**src/rtl/hazard_scoreboard_if.sv**
```systemverilog
// Hazard scoreboard bus interface.
// Groups every pipeline-side signal of the hazard unit into one bundle:
//   slave  : seen from the hazard unit (pipeline status in, stall/forward out)
//   master : seen from the pipeline / testbench driving the hazard unit
// Parameter REG_AW is the register-specifier width.
interface hazard_scoreboard_if #(
  parameter int REG_AW = 5
);
  logic              RFWEE, RFWEM, RFWEW;
  logic              MtoRFSelE, MtoRFSelM;
  logic              BranchD;
  logic              MDOpD, MDStartE;
  logic [REG_AW-1:0] rsD, rtD, rsE, rtE, rtdE, rtdM, rtdW;

  logic              LWStall, BRStall, MDStall;
  logic              StallF, StallD, FlushE;
  logic [1:0]        ForwardAE, ForwardBE;
  logic              ForwardAD, ForwardBD;
  logic              MDDone;
  logic [REG_AW-1:0] MDDest;
  logic [31:0]       StallCnt;

  modport slave (
    input  RFWEE, RFWEM, RFWEW, MtoRFSelE, MtoRFSelM, BranchD, MDOpD, MDStartE,
           rsD, rtD, rsE, rtE, rtdE, rtdM, rtdW,
    output LWStall, BRStall, MDStall, StallF, StallD, FlushE,
           ForwardAE, ForwardBE, ForwardAD, ForwardBD, MDDone, MDDest, StallCnt
  );

  modport master (
    output RFWEE, RFWEM, RFWEW, MtoRFSelE, MtoRFSelM, BranchD, MDOpD, MDStartE,
           rsD, rtD, rsE, rtE, rtdE, rtdM, rtdW,
    input  LWStall, BRStall, MDStall, StallF, StallD, FlushE,
           ForwardAE, ForwardBE, ForwardAD, ForwardBD, MDDone, MDDest, StallCnt
  );
endinterface

```
**src/rtl/hazard_scoreboard.sv**
```systemverilog
// Hazard unit for a 5-stage pipeline with a multi-cycle (mult/div) scoreboard.
// Produces forwarding selects, load-use / branch / multi-cycle stall causes and
// the combined StallF/StallD/FlushE controls.
// Ports:
//   CLK  - clock, all state updates on rising edge
//   RST  - synchronous active-low reset
//   hz   - hazard_scoreboard_if.slave bundle (pipeline status in, controls out)
// Parameters: REG_AW (specifier width), MD_LAT (multi-cycle latency, 2..15).
// Optional feature: define HAZARD_SCOREBOARD_PERF_CNT_EN to build a saturating
// stall-cycle counter on StallCnt; otherwise StallCnt is tied to 0.
//
// Multi-cycle scoreboard states:
//   state | meaning
//   IDLE  | no multi-cycle op outstanding
//   BUSY  | op in flight, cnt counts down to the last busy cycle
//   DONE  | result valid this cycle (MDDone=1), one cycle only
module hazard_scoreboard #(
  parameter int REG_AW = 5,
  parameter int MD_LAT = 4
) (
  input logic               CLK,
  input logic               RST,
  hazard_scoreboard_if.slave hz
);

  typedef enum logic [1:0] {IDLE, BUSY, DONE} state_e;

  localparam logic [3:0] MD_LOAD = 4'(MD_LAT - 1);

  state_e            state_q, state_d;
  logic [3:0]        cnt_q, cnt_d;
  logic [REG_AW-1:0] dest_q, dest_d;

  logic lw_stall, br_stall, md_stall, stall;
  logic rs_d_nz, rt_d_nz, rs_e_nz, rt_e_nz, rtd_e_nz, rtd_m_nz, dest_nz;

  assign rs_d_nz  = (hz.rsD  != '0);
  assign rt_d_nz  = (hz.rtD  != '0);
  assign rs_e_nz  = (hz.rsE  != '0);
  assign rt_e_nz  = (hz.rtE  != '0);
  assign rtd_e_nz = (hz.rtdE != '0);
  assign rtd_m_nz = (hz.rtdM != '0);
  assign dest_nz  = (dest_q  != '0);

  // Forwarding: memory stage takes priority over writeback (newer value).
  always_comb begin
    hz.ForwardAE = 2'b00;
    hz.ForwardBE = 2'b00;
    if (rs_e_nz && hz.RFWEM && hz.rsE == hz.rtdM)      hz.ForwardAE = 2'b10;
    else if (rs_e_nz && hz.RFWEW && hz.rsE == hz.rtdW) hz.ForwardAE = 2'b01;
    if (rt_e_nz && hz.RFWEM && hz.rtE == hz.rtdM)      hz.ForwardBE = 2'b10;
    else if (rt_e_nz && hz.RFWEW && hz.rtE == hz.rtdW) hz.ForwardBE = 2'b01;
  end

  assign hz.ForwardAD = rs_d_nz && hz.RFWEM && (hz.rsD == hz.rtdM);
  assign hz.ForwardBD = rt_d_nz && hz.RFWEM && (hz.rtD == hz.rtdM);

  assign lw_stall = hz.MtoRFSelE && rt_e_nz && (hz.rtE == hz.rsD || hz.rtE == hz.rtD);

  // Branches resolve in Decode, so an ALU result still in E or a load in M
  // cannot be forwarded in time.
  assign br_stall = hz.BranchD &&
                    ((hz.RFWEE && rtd_e_nz && (hz.rsD == hz.rtdE || hz.rtD == hz.rtdE)) ||
                     (hz.MtoRFSelM && rtd_m_nz && (hz.rsD == hz.rtdM || hz.rtD == hz.rtdM)));

  // Stall readers of the pending destination until the result is written,
  // block a second multi-cycle op while one is in flight, and cover the
  // issue cycle before the scoreboard has captured rtdE.
  assign md_stall = (((state_q == BUSY) || (state_q == DONE)) && dest_nz &&
                     (hz.rsD == dest_q || hz.rtD == dest_q)) ||
                    ((state_q == BUSY) && hz.MDOpD) ||
                    (hz.MDStartE && (hz.MDOpD ||
                     (rtd_e_nz && (hz.rsD == hz.rtdE || hz.rtD == hz.rtdE))));

  assign stall      = lw_stall || br_stall || md_stall;
  assign hz.LWStall = lw_stall;
  assign hz.BRStall = br_stall;
  assign hz.MDStall = md_stall;
  assign hz.StallF  = stall;
  assign hz.StallD  = stall;
  assign hz.FlushE  = stall;

  always_comb begin
    state_d = state_q;
    cnt_d   = cnt_q;
    dest_d  = dest_q;
    unique case (state_q)
      IDLE, DONE: begin
        if (hz.MDStartE) begin
          state_d = BUSY;
          cnt_d   = MD_LOAD;
          dest_d  = hz.rtdE;
        end else begin
          state_d = IDLE;
        end
      end
      BUSY: begin
        cnt_d = cnt_q - 4'd1;
        if (cnt_q == 4'd1) state_d = DONE;
      end
      default: state_d = IDLE;
    endcase
  end

  always_ff @(posedge CLK) begin
    if (!RST) begin
      state_q <= IDLE;
      cnt_q   <= '0;
      dest_q  <= '0;
    end else begin
      state_q <= state_d;
      cnt_q   <= cnt_d;
      dest_q  <= dest_d;
    end
  end

  assign hz.MDDone = (state_q == DONE);
  assign hz.MDDest = dest_q;

`ifdef HAZARD_SCOREBOARD_PERF_CNT_EN
  logic [31:0] stall_cnt_q, stall_cnt_d;

  always_comb begin
    stall_cnt_d = stall_cnt_q;
    if (stall && stall_cnt_q != 32'hFFFF_FFFF) stall_cnt_d = stall_cnt_q + 32'd1;
  end

  always_ff @(posedge CLK) begin
    if (!RST) stall_cnt_q <= '0;
    else      stall_cnt_q <= stall_cnt_d;
  end

  assign hz.StallCnt = stall_cnt_q;
`else
  assign hz.StallCnt = '0;
`endif

endmodule

```
**src/flat_wrapper.sv**
```systemverilog
// flat-port wrapper written by rule: the top's interface ports become plain ports
module hazard_scoreboard_flat 
#(
  parameter int REG_AW = 5,
  parameter int MD_LAT = 4
)
  (CLK, RST, hz_RFWEE, hz_RFWEM, hz_RFWEW, hz_MtoRFSelE, hz_MtoRFSelM, hz_BranchD, hz_MDOpD, hz_MDStartE, hz_rsD, hz_rtD, hz_rsE, hz_rtE, hz_rtdE, hz_rtdM, hz_rtdW, hz_LWStall, hz_BRStall, hz_MDStall, hz_StallF, hz_StallD, hz_FlushE, hz_ForwardAE, hz_ForwardBE, hz_ForwardAD, hz_ForwardBD, hz_MDDone, hz_MDDest, hz_StallCnt);
  hazard_scoreboard_if #(.REG_AW(REG_AW)) hz_i ();
  input logic CLK;
  input logic RST;
  input wire logic [$bits(hz_i.RFWEE)-1:0] hz_RFWEE;
  input wire logic [$bits(hz_i.RFWEM)-1:0] hz_RFWEM;
  input wire logic [$bits(hz_i.RFWEW)-1:0] hz_RFWEW;
  input wire logic [$bits(hz_i.MtoRFSelE)-1:0] hz_MtoRFSelE;
  input wire logic [$bits(hz_i.MtoRFSelM)-1:0] hz_MtoRFSelM;
  input wire logic [$bits(hz_i.BranchD)-1:0] hz_BranchD;
  input wire logic [$bits(hz_i.MDOpD)-1:0] hz_MDOpD;
  input wire logic [$bits(hz_i.MDStartE)-1:0] hz_MDStartE;
  input wire logic [$bits(hz_i.rsD)-1:0] hz_rsD;
  input wire logic [$bits(hz_i.rtD)-1:0] hz_rtD;
  input wire logic [$bits(hz_i.rsE)-1:0] hz_rsE;
  input wire logic [$bits(hz_i.rtE)-1:0] hz_rtE;
  input wire logic [$bits(hz_i.rtdE)-1:0] hz_rtdE;
  input wire logic [$bits(hz_i.rtdM)-1:0] hz_rtdM;
  input wire logic [$bits(hz_i.rtdW)-1:0] hz_rtdW;
  output wire logic [$bits(hz_i.LWStall)-1:0] hz_LWStall;
  output wire logic [$bits(hz_i.BRStall)-1:0] hz_BRStall;
  output wire logic [$bits(hz_i.MDStall)-1:0] hz_MDStall;
  output wire logic [$bits(hz_i.StallF)-1:0] hz_StallF;
  output wire logic [$bits(hz_i.StallD)-1:0] hz_StallD;
  output wire logic [$bits(hz_i.FlushE)-1:0] hz_FlushE;
  output wire logic [$bits(hz_i.ForwardAE)-1:0] hz_ForwardAE;
  output wire logic [$bits(hz_i.ForwardBE)-1:0] hz_ForwardBE;
  output wire logic [$bits(hz_i.ForwardAD)-1:0] hz_ForwardAD;
  output wire logic [$bits(hz_i.ForwardBD)-1:0] hz_ForwardBD;
  output wire logic [$bits(hz_i.MDDone)-1:0] hz_MDDone;
  output wire logic [$bits(hz_i.MDDest)-1:0] hz_MDDest;
  output wire logic [$bits(hz_i.StallCnt)-1:0] hz_StallCnt;
  assign hz_i.RFWEE = hz_RFWEE;
  assign hz_i.RFWEM = hz_RFWEM;
  assign hz_i.RFWEW = hz_RFWEW;
  assign hz_i.MtoRFSelE = hz_MtoRFSelE;
  assign hz_i.MtoRFSelM = hz_MtoRFSelM;
  assign hz_i.BranchD = hz_BranchD;
  assign hz_i.MDOpD = hz_MDOpD;
  assign hz_i.MDStartE = hz_MDStartE;
  assign hz_i.rsD = hz_rsD;
  assign hz_i.rtD = hz_rtD;
  assign hz_i.rsE = hz_rsE;
  assign hz_i.rtE = hz_rtE;
  assign hz_i.rtdE = hz_rtdE;
  assign hz_i.rtdM = hz_rtdM;
  assign hz_i.rtdW = hz_rtdW;
  assign hz_LWStall = hz_i.LWStall;
  assign hz_BRStall = hz_i.BRStall;
  assign hz_MDStall = hz_i.MDStall;
  assign hz_StallF = hz_i.StallF;
  assign hz_StallD = hz_i.StallD;
  assign hz_FlushE = hz_i.FlushE;
  assign hz_ForwardAE = hz_i.ForwardAE;
  assign hz_ForwardBE = hz_i.ForwardBE;
  assign hz_ForwardAD = hz_i.ForwardAD;
  assign hz_ForwardBD = hz_i.ForwardBD;
  assign hz_MDDone = hz_i.MDDone;
  assign hz_MDDest = hz_i.MDDest;
  assign hz_StallCnt = hz_i.StallCnt;
  hazard_scoreboard #(.REG_AW(REG_AW), .MD_LAT(MD_LAT)) u_core (.CLK(CLK), .RST(RST), .hz(hz_i));
endmodule
```
**config.mk**
```make
export PLATFORM = sky130hd
export DESIGN_NAME = hazard_scoreboard_flat
export DESIGN_NICKNAME = d
export VERILOG_FILES = /design/src/rtl/hazard_scoreboard_if.sv /design/src/rtl/hazard_scoreboard.sv /design/src/flat_wrapper.sv
export SDC_FILE = /design/constraint.sdc
export NUM_CORES = 1
export LEC_CHECK = 0
export CORE_MARGIN = 4
export CORE_UTILIZATION = 45
export DETAILED_ROUTE_END_ITERATION = 10
export DONT_BUFFER_PORTS = 1
export GPL_TIMING_DRIVEN = 0
export PLACE_DENSITY = 0.65
export SETUP_SLACK_MARGIN = 0.2
export SYNTH_ARGS = -nofsm -noshare
export SYNTH_HDL_FRONTEND = slang
export SYNTH_SLANG_ARGS = --single-unit
```
**constraint.sdc**
```tcl
create_clock -name CLK -period 2.65 [get_ports CLK]
set_input_delay 0.6625 -clock CLK [delete_from_list [all_inputs] [get_ports CLK]]
set_output_delay 0.6625 -clock CLK [all_outputs]
set_load 0.02 [all_outputs]
```
## After elaboration in Yosys (flattened, before gate mapping)

Index checks and enable logic that the tools add are counted.

- Memory bits (writable): 0
- Memory bits (read-only): 0
- Output and inout bits: 50
- Memories kept: 0
- Register bits after elaboration: 11
- Latch bits: 0

- Add/sub/neg operators: 1
- Order comparisons: 0
- Bitwise operators: 0
- Multiply operators: 0
- Mux-type cells: 9
- Reductions and logical operators: 47
- Divide/modulo/power cells: 0
- Equal/unequal tests: 17
- Shift operators: 0

Operators by type and width:

| kind | count |
|---|---|
| $eq 5x5->1 | 12 |
| $reduce_bool 5->1 | 7 |
| $logic_and 1x1->1 | 24 |
| $logic_or 1x1->1 | 11 |
| $pmux 4 s2 | 1 |
| $mux 2 | 3 |
| $eq 4x1->1 const B | 1 |
| $mux 4 | 1 |
| $ne 2x2->1 const B | 2 |
| $pmux 2 s2 | 1 |
| $reduce_and 2->1 | 2 |
| $sub 4x1->4 const B | 1 |
| $mux 1 | 3 |
| $eq 2x1->1 const B | 1 |
| $eq 2x2->1 const B | 1 |
| $logic_not 2->1 | 1 |
| $reduce_bool 2->1 | 1 |
| $reduce_or 2->1 | 1 |

## Logic depth before layout (Yosys ltp)

Gate-level depths: netlist of the first run.

- Word-level depth: 7
- Depth in mapped cells: 7

## Worst setup path after synthesis of the first run

No wires, ideal clock.

- Path type: input -> output
- Start: in hz_rtE[3]
- End: out hz_StallD
- Data arrival time: 2.210 ns
- Cell stages on the path: 7
- Slack: -0.222 ns
- Cells stage by stage: buf_2 or4_4 nor2_4 nor2b_1 a32oi_1 nand4_1 buf_4

- Word-level cells in the longest chain between the ends: 5

RTL lines:

| element | RTL line | source |
|---|---|---|
| from (decl) | flat_wrapper.sv:22 | `input wire logic [$bits(hz_i.rtE)-1:0] hz_rtE;` |
| $eq 5x5->1 / $reduce_bool 5->1 (equally long branches) | hazard_scoreboard.sv:58, hazard_scoreboard.sv:40 |  |
| $logic_or 1x1->1 / $logic_and 1x1->1 (equally long branches) | hazard_scoreboard.sv:58 | `assign lw_stall = hz.MtoRFSelE && rt_e_nz && (hz.rtE == hz.rsD \|\| hz.rtE == hz.rtD);` |
| $logic_and 1x1->1 * | hazard_scoreboard.sv:58 |  |
| $logic_or 1x1->1 * (2 in a row) | hazard_scoreboard.sv:75 | `assign stall = lw_stall \|\| br_stall \|\| md_stall;` |
| to (decl) | flat_wrapper.sv:30 | `output wire logic [$bits(hz_i.StallD)-1:0] hz_StallD;` |

Every way passes the cells marked *; elsewhere a longest branch is shown, timed or not.

## Final worst setup path of the first run

- Start: in hz_rtdE[3]
- End: out hz_StallD

- Word-level cells in the longest chain between the ends: 7

RTL lines:

| element | RTL line | source |
|---|---|---|
| from (decl) | flat_wrapper.sv:23 | `input wire logic [$bits(hz_i.rtdE)-1:0] hz_rtdE;` |
| $eq 5x5->1 / $reduce_bool 5->1 (equally long branches) | hazard_scoreboard.sv:63, hazard_scoreboard.sv:73, hazard_scoreboard.sv:41 |  |
| $logic_or 1x1->1 / $logic_and 1x1->1 (equally long branches) | hazard_scoreboard.sv:63, hazard_scoreboard.sv:73 |  |
| $logic_and 1x1->1, on equally long branches | hazard_scoreboard.sv:63, hazard_scoreboard.sv:73 |  |
| $logic_or 1x1->1, on equally long branches | hazard_scoreboard.sv:63, hazard_scoreboard.sv:72 |  |
| $logic_and 1x1->1, on equally long branches | hazard_scoreboard.sv:62, hazard_scoreboard.sv:72 |  |
| $logic_or 1x1->1, on equally long branches | hazard_scoreboard.sv:75, hazard_scoreboard.sv:71 |  |
| $logic_or 1x1->1 * | hazard_scoreboard.sv:75 |  |

Marked as above.

==> results of run 1 <==
-- how the worst max path moves through the flow --
| stage | startpoint | end | slack, ns | depth (start not counted) |
|---|---|---|---|---|
| 6_report | hz_rtdE[3] | hz_StallD | -0.33 | 6 |
| 5_1_grt | hz_rtdE[3] | hz_StallD | -0.43 | 6 |
| 4_1_cts | hz_rtdE[3] | hz_StallD | -0.33 | 6 |
| 3_5_place_dp | hz_rtE[2] | hz_StallD | -0.39 | 7 |
| 3_3_place_gp | hz_rtE[2] | hz_StallF | -0.40 | 7 |
| 2_1_floorplan | hz_rtE[3] | hz_StallD | -0.21 | 7 |
-- flip-flops by register name (all words and copies together), names as in the netlist --
register	count
u_core.cnt_q	4
u_core.hz.MDDest	5
u_core.state_q	2
-- stage by stage --
step / setup slack, ns / instances / hold WS (ns) / instance area [um2]
2_1_floorplan: -0.2145 / 258 / 0.4775 / 1914
5_1_grt: -0.4327 / 312 / 0.5354 / 2102
3_5_place_dp: -0.3939 / 306 / 0.5019 / 1974
4_1_cts: -0.3298 / 311 / 0.5108 / 2078
6_report: -0.3285 / 312 / 0.5107 / 2102
3_3_place_gp: -0.3969 / 306 / 0.4977 / 1974
-- cell families after synthesis --
logic type / after synthesis
fa+ha+maj: 6
xor+xnor: 62
flops: 11
compound gates: 18
simple gates: 64
other cells: 1
mux: 5
buf+inv: 60
-- cell usage in the layout (no fill, tap or decap), types with 5 or more instances in the layout --
cell type | netlist | routed
xnor2_1 | 50 | 50
clkbuf_2 | 0 | 11
nand4_1 | 5 | 5
dfxtp_1 | 11 | 11
ha_1 | 6 | 6
xor2_1 | 12 | 12
conb_1 | 1 | 32
clkbuf_1 | 17 | 6
mux2i_1 | 5 | 5
nand3_1 | 10 | 10
inv_1 | 5 | 5
nor2_1 | 14 | 13
buf_4 | 34 | 34
nand2_1 | 13 | 12
-- worst max-delay path: cells and delay by family --
family | cells | cell delay (ns)
AOI/OAI and AO/OA | 1 | 0.27
and+or+nand+nor | 4 | 1.09
buffers and inverters | 1 | 0.30
-- power by group --
| part | internal, mW | leakage (nW) | switching, mW |
|---|---|---|---|
| clock | 0.105 | 0.0228 | 0.0603 |
| sequential | 0.180 | 0.0906 | 0.0242 |
| combinational | 0.156 | 0.766 | 0.186 |
-- area by class of cell --
type	instances	area [um2]
Timing Repair Buffer	2	18.77
Buffer	55	381.6
Sequential cell	11	220.2
Clock buffer	4	45.04
Fill cell	357	1587
Multi-Input combinational cell	187	1358
Inverter	5	18.77
Tap cell	48	60.06
-- routing by layer --
metal  wire length [um]  vias to the layer above
li1                   -                      751
met1               1867                      644
met2               1870                       60
met3                353                        2
met4                 10                        0
met5                  0                        -
-- timing repair --
item | in CTS | in global routing
gates cloned | 0 | 0
buffers inserted | 1 | 1
pin swaps | 8 | 6
gates resized for setup | 17 | 4
endpoints found under the setup margin | 12 | 9
==> results.sh, run 1 <==
export IMPL_cts_buffer_depth=2
export IMPL_synth_area_um2=1730
export IMPL_rows=22
export IMPL_synth_compound_area_share_pct=7.881
export IMPL_drc=0
export IMPL_root_buffer="clkbuf_8"
export IMPL_async_reset_ff_share_pct=0
export IMPL_synth_top_family_by_area="XOR/XNOR gates"
export IMPL_initial_core_util_pct=46.91
export IMPL_synth_cell_types=39
export IMPL_crit_arrival_ns=2.32
export IMPL_die_y_um=70.01
export IMPL_netlist_top_cells_area="xnor2_1, buf_4, dfxtp_1"
export IMPL_wl_mm=4.102
export IMPL_fin_setup_tns_ns=-0.6820
export IMPL_met1_usage_pct=22.09
export IMPL_reg2reg_from="u_core.state_q[0]"
export IMPL_synth_xor_area_share_pct=31.38
export IMPL_timing_final_hold_violations=0
export IMPL_grt_busiest_layer="met2"
export IMPL_cp_cell_sequence="or4_4 > nor2_4 > nor4_2 > o31ai_2 > nand4_1 > buf_4"
export IMPL_core_um2=3689
export IMPL_leakage_nw=0.8794
export IMPL_fmax_ghz=0.3357
export IMPL_status="complete, but fails checks"
export IMPL_critPathLaunchType="primary input"
export IMPL_track_usage_pct=16.20
export IMPL_cap_violations=0
export IMPL_drt_first_pass_iters=4
export IMPL_insertion_delay_ns=0.23
export IMPL_fin_crit_sh_pct=112.4
export IMPL_place_gp_congestion=0.8020
export IMPL_synthMuxAreaShare_pct=2.892
export IMPL_vias_per_cell=4.670
export IMPL_worstSetupPathType="in2out"
export IMPL_grt_max_degree=9
export IMPL_synth_area_per_cell_um2=7.623
export IMPL_setup_violations_final=4
export IMPL_portBuffers=0
export IMPL_cts_tree="built"
export IMPL_synthesis_instances=227
export IMPL_use_met2_pct=26.65
export IMPL_yosys_area_top_type="xnor2_1"
export IMPL_synth_fa_ha_area_share_pct=4.338
export IMPL_drtIter0Drc=31
export IMPL_nNetsFinal=316
export IMPL_ys_warn_count=0
export IMPL_ys_seq_area_share_pct=12.73
export IMPL_die_area_um2=4901
export IMPL_hold_start="u_core.state_q[0]"
export IMPL_antenna_found_initial=0
export IMPL_ir_drop_mv=0.4414
export IMPL_total_power_mw=0.7117
export IMPL_grt_pass1_wl_mm=6.706
export IMPL_synthFlopType="dfxtp_1"
export IMPL_critPathCaptureType="output pin"
export IMPL_hold_class="reg2reg"
export IMPL_hold_depth=2
export IMPL_violations="setup timing"
export IMPL_cellPowerDensity_nw_per_um2=338.6
export IMPL_finalMaxSlewViolations=0
export IMPL_h_tree_depth=1
export IMPL_hpwlAfterDp_mm=3.564
export IMPL_numClockSinks=11
export IMPL_vias=1457
export IMPL_numCtsBuffers=3
export IMPL_syn2layout_area_growth_pct=21.48
export IMPL_synth_top_area_share_pct=25.31
export IMPL_io_pins=95
export IMPL_min_to="u_core.state_q[0]"
export IMPL_num_antenna_cells=0
export IMPL_yosys_top_cells_count="xnor2_1, buf_4, clkbuf_1"
export IMPL_clock_skew_ns=0.005406
export IMPL_final_util_pct=56.99
export IMPL_synth_edf_count=0
export IMPL_cts_reportedPaths_clkPinSlew_ns=0.05
export IMPL_r2r_end="u_core.cnt_q[3]"
export IMPL_rsz0062_at_grt="yes"
export IMPL_grt_pass1_vias=1397
export IMPL_slowest_delay_ns=0.53
export IMPL_r2r_setup_slack_ns=0.69
export IMPL_wl_per_cell_um=13.15
export IMPL_period_needed_ns=2.979
export IMPL_use_met3_pct=3.741
export IMPL_crit_required_ns=1.99
export IMPL_post_synth_top_count_cell="xnor2_1"
export IMPL_hold_buffers=0
export IMPL_critPathMaxFanout=4
export IMPL_die_width_um=70.01
export IMPL_drive_gt1_share_pct=27.27
export IMPL_grt_ovfl_total=0
export IMPL_setup_slack_ns=-0.3285
export IMPL_yosys_area_share_simple_pct=19.67
export IMPL_reg2regPathDepth=7
export IMPL_critPathSlowestCell="or4_4"
export IMPL_synth_seq_cells=11
export IMPL_relSlewSlack_pct=66.72
export IMPL_tightest_slew_ns=0.4955
export IMPL_ant_nets=0
(Power assumes the default switching activity.)
==> run 2, diff against run 1 <==
ABC_AREA = 1   (was not set)
CORE_UTILIZATION = 30   (was 45)
PLACE_DENSITY = 0.48   (was 0.65)
==> run 2 against run 1 <==
  * The flow now finishes without violations
  * Critical path depth increased by 3
  * Worst setup slack improved by 0.57 ns
  * Sequential power increased by 8%
  * Fmax rose by 24%
  * Via count up 34%
  * Hold slack lost 0.0077 ns
  * Register-to-register slack gained 0.34 ns
  * Cell count rose by 42%
  * Utilization is 19 points lower
  * Total power grew 7.1%
  * Critical endpoint is now hz_StallF
  * Largest cell class unchanged
  * Largest power group unchanged
==> results.sh, run 2 <==
export IMPL_synth_area_um2=1863
export IMPL_tightest_slew_ns=0.5057
export IMPL_synth_area_per_cell_um2=5.629
export IMPL_hold_buffers=0
export IMPL_timing_final_hold_violations=0
export IMPL_setup_violations_final=0
export IMPL_initial_core_util_pct=31.10
export IMPL_wl_per_cell_um=12.58
export IMPL_yosys_top_cells_count="nand2_1, inv_1, buf_4"
export IMPL_vias_per_cell=4.412
export IMPL_drc=0
export IMPL_clock_skew_ns=0.005747
export IMPL_drive_gt1_share_pct=23.98
export IMPL_wl_met3_um=476
export IMPL_core_um2=5991
export IMPL_synth_seq_cells=11
export IMPL_fmax_ghz=0.4151
export IMPL_ant_nets=0
export IMPL_critPathCaptureType="output pin"
export IMPL_final_cell_mix="nand2_1, inv_1, buf_4, conb_1, nor2_1"
export IMPL_largest_register_ff_count=5
export IMPL_stdcell_count=442
export IMPL_insertion_delay_ns=0.24
export IMPL_io_pins=95
export IMPL_cts_reportedPaths_clkPinSlew_ns=0.05
export IMPL_vias=1950
export IMPL_fin_setup_tns_ns=0
export IMPL_portBuffers=0
export IMPL_finalMaxSlewViolations=0
export IMPL_hold_class="reg2reg"
export IMPL_critPathLaunchType="primary input"
export IMPL_h_tree_depth=1
export IMPL_r2r_setup_slack_ns=1.03
export IMPL_yosys_area_top_type="nand2_1"
export IMPL_netlist_top_cells_area="nand2_1, buf_4, dfxtp_1"
export IMPL_dp_cells=437
export IMPL_post_synth_top_count_cell="nand2_1"
export IMPL_final_common_cell="nand2_1"
export IMPL_num_antenna_cells=0
export IMPL_ys_warn_count=0
export IMPL_reg2reg_from="u_core.state_q[0]"
export IMPL_cts_buffer_depth=2
export IMPL_top_layer="met4"
export IMPL_hold_depth=2
export IMPL_cellPowerDensity_nw_per_um2=334.9
export IMPL_hpwlAfterDp_mm=4.691
export IMPL_wl_met1_mm=2.374
export IMPL_place_gp_congestion=0.8701
export IMPL_synth_edf_count=0
export IMPL_drt_first_pass_iters=4
export IMPL_r2r_end="u_core.cnt_q[3]"
export IMPL_rsz0062_at_grt="yes"
export IMPL_relSlewSlack_pct=66.03
export IMPL_synth_top_area_share_pct=18.54
export IMPL_die_width_um=86.81
export IMPL_critPathMaxFanout=7
export IMPL_leakage_nw=1.237
export IMPL_ir_drop_mv=0.3253
export IMPL_fin_crit_sh_pct=90.91
export IMPL_cp_startpoint="hz_rtE[1]"
export IMPL_synthesis_instances=331
export IMPL_grt_pass1_wl_mm=8.411
export IMPL_syn2layout_area_growth_pct=22.16
export IMPL_synthFlopType="dfxtp_1"
export IMPL_wl_mm=5.562
export IMPL_nNetsFinal=419
export IMPL_crit_arrival_ns=1.75
export IMPL_hold_slack_ns=0.5030
export IMPL_grt_pass1_vias=1722
export IMPL_cts_tree="built"
export IMPL_status="finished, final reports clean"
export IMPL_grt_max_degree=11
export IMPL_antenna_found_initial=0
export IMPL_die_y_um=86.81
export IMPL_numClockSinks=11
export IMPL_drtIter0Drc=66
export IMPL_hold_start="u_core.cnt_q[3]"
export IMPL_ys_seq_area_share_pct=11.82
export IMPL_track_usage_pct=13.89
export IMPL_wl_met2_mm=2.649
export IMPL_synth_cell_types=31
export IMPL_min_to="u_core.cnt_q[3]"
export IMPL_period_needed_ns=2.409
export IMPL_worstSetupPathType="in2out"
export IMPL_root_buffer="clkbuf_8"
export IMPL_rows=28
export IMPL_grt_ovfl_total=0
export IMPL_die_area_um2=7535
export IMPL_numCtsBuffers=3
export IMPL_async_reset_ff_share_pct=0
export IMPL_crit_required_ns=1.99
export IMPL_reg2regPathDepth=7
export IMPL_cap_violations=0
## run 2: changes by cell type after synthesis, moves of 11 or more
cell      before  now
nand2_1       13   92
xnor2_1       50   12
inv_1          5   41
clkbuf_1      17    0
nor2_1        14   28
o21ai_0        1   14
a21oi_1        4   16
inv_2          0   11
## run 2: repair_timing
item / in CTS / in global routing
pin swaps: 10 / 16
setup buffers: 1 / 0
cloned: 0 / 0
gates resized for setup: 14 / 28
endpoints found under the setup margin: 5 / 6
endpoints found under the hold margin: 0 / 0
## run 2: cell type report
type                    instances  area (um2)
fillers                       691        3715
clock buffers                   4       45.04
well taps                      75       93.84
flip-flops and latches         11       227.7
plain buffers                  42       327.8
repair buffers                  1       7.507
inverters                      52       195.2
multi-input cells             257        1379
## run 2: kinds of logic (layout without fill, tap and decap cells)
| kind of cell | Yosys count | count (layout) | share of synthesized area, % |
|---|---|---|---|
| compound gates | 47 | 47 | 14.51 |
| xor+xnor | 19 | 19 | 8.932 |
| fa+ha+maj | 6 | 6 | 4.029 |
| buf+inv | 94 | 99 | 26.33 |
| flops | 11 | 11 | 11.82 |
| other cells | 1 | 32 | 0.2013 |
| simple gates | 153 | 153 | 34.18 |
## run 2: metrics by stage
stage / setup slack [ns] / power, mW / utilization, % / instance area [um2]
3_5_place_dp: 0.03113 / 0.5611 / 34.61 / 2073
5_1_grt: 0.1504 / 0.8267 / 37.99 / 2276
6_report: 0.2409 / 0.7622 / 37.99 / 2276
3_3_place_gp: 0.03422 / 0.5601 / 34.61 / 2073
4_1_cts: 0.1592 / 0.7503 / 36.59 / 2192
2_1_floorplan: 0.2110 / 0.5122 / - / 1979
## run 2: layer usage
| metal | vias to the layer above | GRT usage, % |
|---|---|---|
| li1 | 1045 | - |
| met1 | 841 | 18.23 |
| met2 | 58 | 22.71 |
| met3 | 6 | 3.042 |
| met4 | 0 | 3.966 |
| met5 | - | 0 |
## run 2: worst max path at each step
stage	cells after the start	end	slack (ns)
4_1_cts	6	hz_ForwardBE[0]	0.16
3_3_place_gp	6	hz_ForwardBE[0]	0.03
6_report	9	hz_StallF	0.24
5_1_grt	11	hz_StallD	0.15
2_1_floorplan	5	hz_ForwardBE[0]	0.21
3_5_place_dp	6	hz_ForwardBE[0]	0.03
## run 2: worst max-delay path: stages
cell and delay, ns:
clkbuf_4 0.16, inv_1 0.08, nor2_1 0.05, nor3_2 0.21
nand3_1 0.10, nand2_1 0.08, nand3_2 0.10, nand3_4 0.16
buf_6 0.13
## run 2: where the power goes
part	leakage (nW)	internal, mW	switching, mW	total (mW)
Sequential	0.0928	0.188	0.0316	0.220
Combinational	1.12	0.151	0.219	0.370
Clock	0.0228	0.106	0.0661	0.172
Total	1.24	0.445	0.317	0.762
==> run 3, diff against run 2 <==
MAX_ROUTING_LAYER = met4   (was not set)
==> run 3 against run 2 <==
  * Clock skew is essentially flat
  * Via count increased by 0.15%
  * Clock-buffer cell count is the same
  * Global-route usage grew 0.40 points
  * Combinational power is essentially flat
  * Routed wire length about the same
  * Worst setup slack improved by 0.0028 ns
  * Hold slack about the same
  * Total power hardly changed
  * Fmax up 0.12%
==> results.sh, run 3 (same netlist as run 2, synthesis figures left out) <==
export IMPL_antenna_found_initial=0
export IMPL_r2r_setup_slack_ns=1.03
export IMPL_initial_core_util_pct=31.10
export IMPL_final_common_cell="nand2_1"
export IMPL_critPathSlowestCell="nor3_2"
export IMPL_clock_skew_ns=0.005261
export IMPL_critPathLaunchType="primary input"
export IMPL_die_area_um2=7535
export IMPL_hold_start="u_core.cnt_q[3]"
export IMPL_nNetsFinal=419
export IMPL_num_antenna_cells=0
export IMPL_wl_mm=5.563
export IMPL_status="finished, final reports clean"
export IMPL_cts_reportedPaths_clkPinSlew_ns=0.05
export IMPL_slowest_delay_ns=0.20
export IMPL_cp_cell_sequence="clkbuf_4 > inv_1 > nor2_1 > nor3_2 > nand3_1 > nand2_1 > nand3_2 > nand3_4 > buf_6"
export IMPL_root_buffer="clkbuf_8"
export IMPL_cp_startpoint="hz_rtE[1]"
export IMPL_core_um2=5991
export IMPL_crit_end="hz_StallF"
export IMPL_crit_required_ns=1.99
export IMPL_track_usage_pct=14.29
export IMPL_hpwlAfterDp_mm=4.691
export IMPL_grt_pass1_wl_mm=8.411
export IMPL_h_tree_depth=1
export IMPL_hold_class="reg2reg"
export IMPL_crit_arrival_ns=1.74
export IMPL_grt_pass1_vias=1720
export IMPL_fin_setup_tns_ns=0
export IMPL_drt_first_pass_iters=4
export IMPL_wl_per_cell_um=12.59
export IMPL_numClockSinks=11
export IMPL_fin_crit_sh_pct=90.80
export IMPL_cellPowerDensity_nw_per_um2=335.1
export IMPL_grt_ovfl_total=0
export IMPL_worstSetupPathType="in2out"
export IMPL_die_width_um=86.81
export IMPL_period_needed_ns=2.406
export IMPL_io_pins=95
export IMPL_reg2regPathDepth=7
export IMPL_vias=1953
export IMPL_reg2reg_from="u_core.state_q[0]"
export IMPL_drc=0
export IMPL_drive_gt1_share_pct=23.98
export IMPL_r2r_end="u_core.cnt_q[3]"
export IMPL_die_y_um=86.81
export IMPL_relSlewSlack_pct=66.03
export IMPL_final_cell_mix="nand2_1, inv_1, buf_4, conb_1, nor2_1"
export IMPL_largest_register_ff_count=5
export IMPL_cts_buffer_depth=2
export IMPL_hold_slack_ns=0.5031
export IMPL_setup_violations_final=0
export IMPL_cap_violations=0
export IMPL_timing_final_hold_violations=0
export IMPL_ant_nets=0
export IMPL_hold_buffers=0
export IMPL_cts_tree="built"
export IMPL_drtIter0Drc=82
export IMPL_syn2layout_area_growth_pct=22.16
export IMPL_finalMaxSlewViolations=0
export IMPL_numCtsBuffers=3
export IMPL_leakage_nw=1.237
export IMPL_rows=28
export IMPL_critPathMaxFanout=7
export IMPL_insertion_delay_ns=0.24
export IMPL_grt_max_degree=11
export IMPL_fmax_ghz=0.4156
export IMPL_rsz0062_at_grt="yes"
export IMPL_place_gp_congestion=0.8843
export IMPL_portBuffers=0
export IMPL_critPathCaptureType="output pin"
export IMPL_tightest_slew_ns=0.5057
export IMPL_ir_drop_mv=0.3253
export IMPL_vias_per_cell=4.419
run 3: cell counts in the layout (fill, tap and decap cells not counted):
No cell type changed its count.
run 3: worst min-delay path by stage:
| stage | end | slack [ns] | depth (start not counted) |
|---|---|---|---|
| detailed placement | u_core.cnt_q[3] | 0.50 | 2 |
| floorplan | u_core.cnt_q[0] | 0.47 | 1 |
| global placement | u_core.cnt_q[3] | 0.50 | 2 |
| global route | u_core.cnt_q[3] | 0.53 | 2 |
| CTS | u_core.cnt_q[3] | 0.51 | 2 |
| finish | u_core.cnt_q[3] | 0.50 | 2 |
run 3: cell type report:
class / count / area (um2)
fill: 691 / 3715
multi-input combinational: 257 / 1379
buffer: 42 / 327.8
sequential: 11 / 227.7
inverter: 52 / 195.2
tap: 75 / 93.84
clock buffer: 4 / 45.04
timing repair buffer: 1 / 7.507
run 3: critical path: cells and delay by family:
family,cells,cell delay (ns)
buf+inv,3,0.37
simple gates,6,0.69
run 3: layer usage:
layer	global-route usage [%]	vias to the layer above	wire [um]
li1	-	1044	-
met2	22.71	61	2644
met1	18.58	842	2394
met3	2.471	6	463
met4	3.966	0	61
met5	-	-	0
run 3: per-stage QoR:
step | power (mW) | cells | util (%) | cell area (um2) | worst slack (ns)
finish | 0.7626 | 442 | 37.99 | 2276 | 0.2437
detailed placement | 0.5611 | 437 | 34.61 | 2073 | 0.03113
floorplan | 0.5122 | 362 | - | 1979 | 0.2110
CTS | 0.7503 | 442 | 36.59 | 2192 | 0.1592
global route | 0.8266 | 442 | 37.99 | 2276 | 0.1504
global placement | 0.5601 | 437 | 34.61 | 2073 | 0.03422
run 3: timing repair:
action	in CTS	in global routing
pin swaps	10	16
gates resized for setup	14	28
setup buffers	1	0
endpoints found under the setup margin	5	6
run 3: power by group:
part           total (mW)  switching (mW)  internal, mW
clock network       0.172          0.0665         0.106
logic               0.370           0.219         0.151
registers           0.220          0.0318         0.188
total               0.763           0.317         0.445
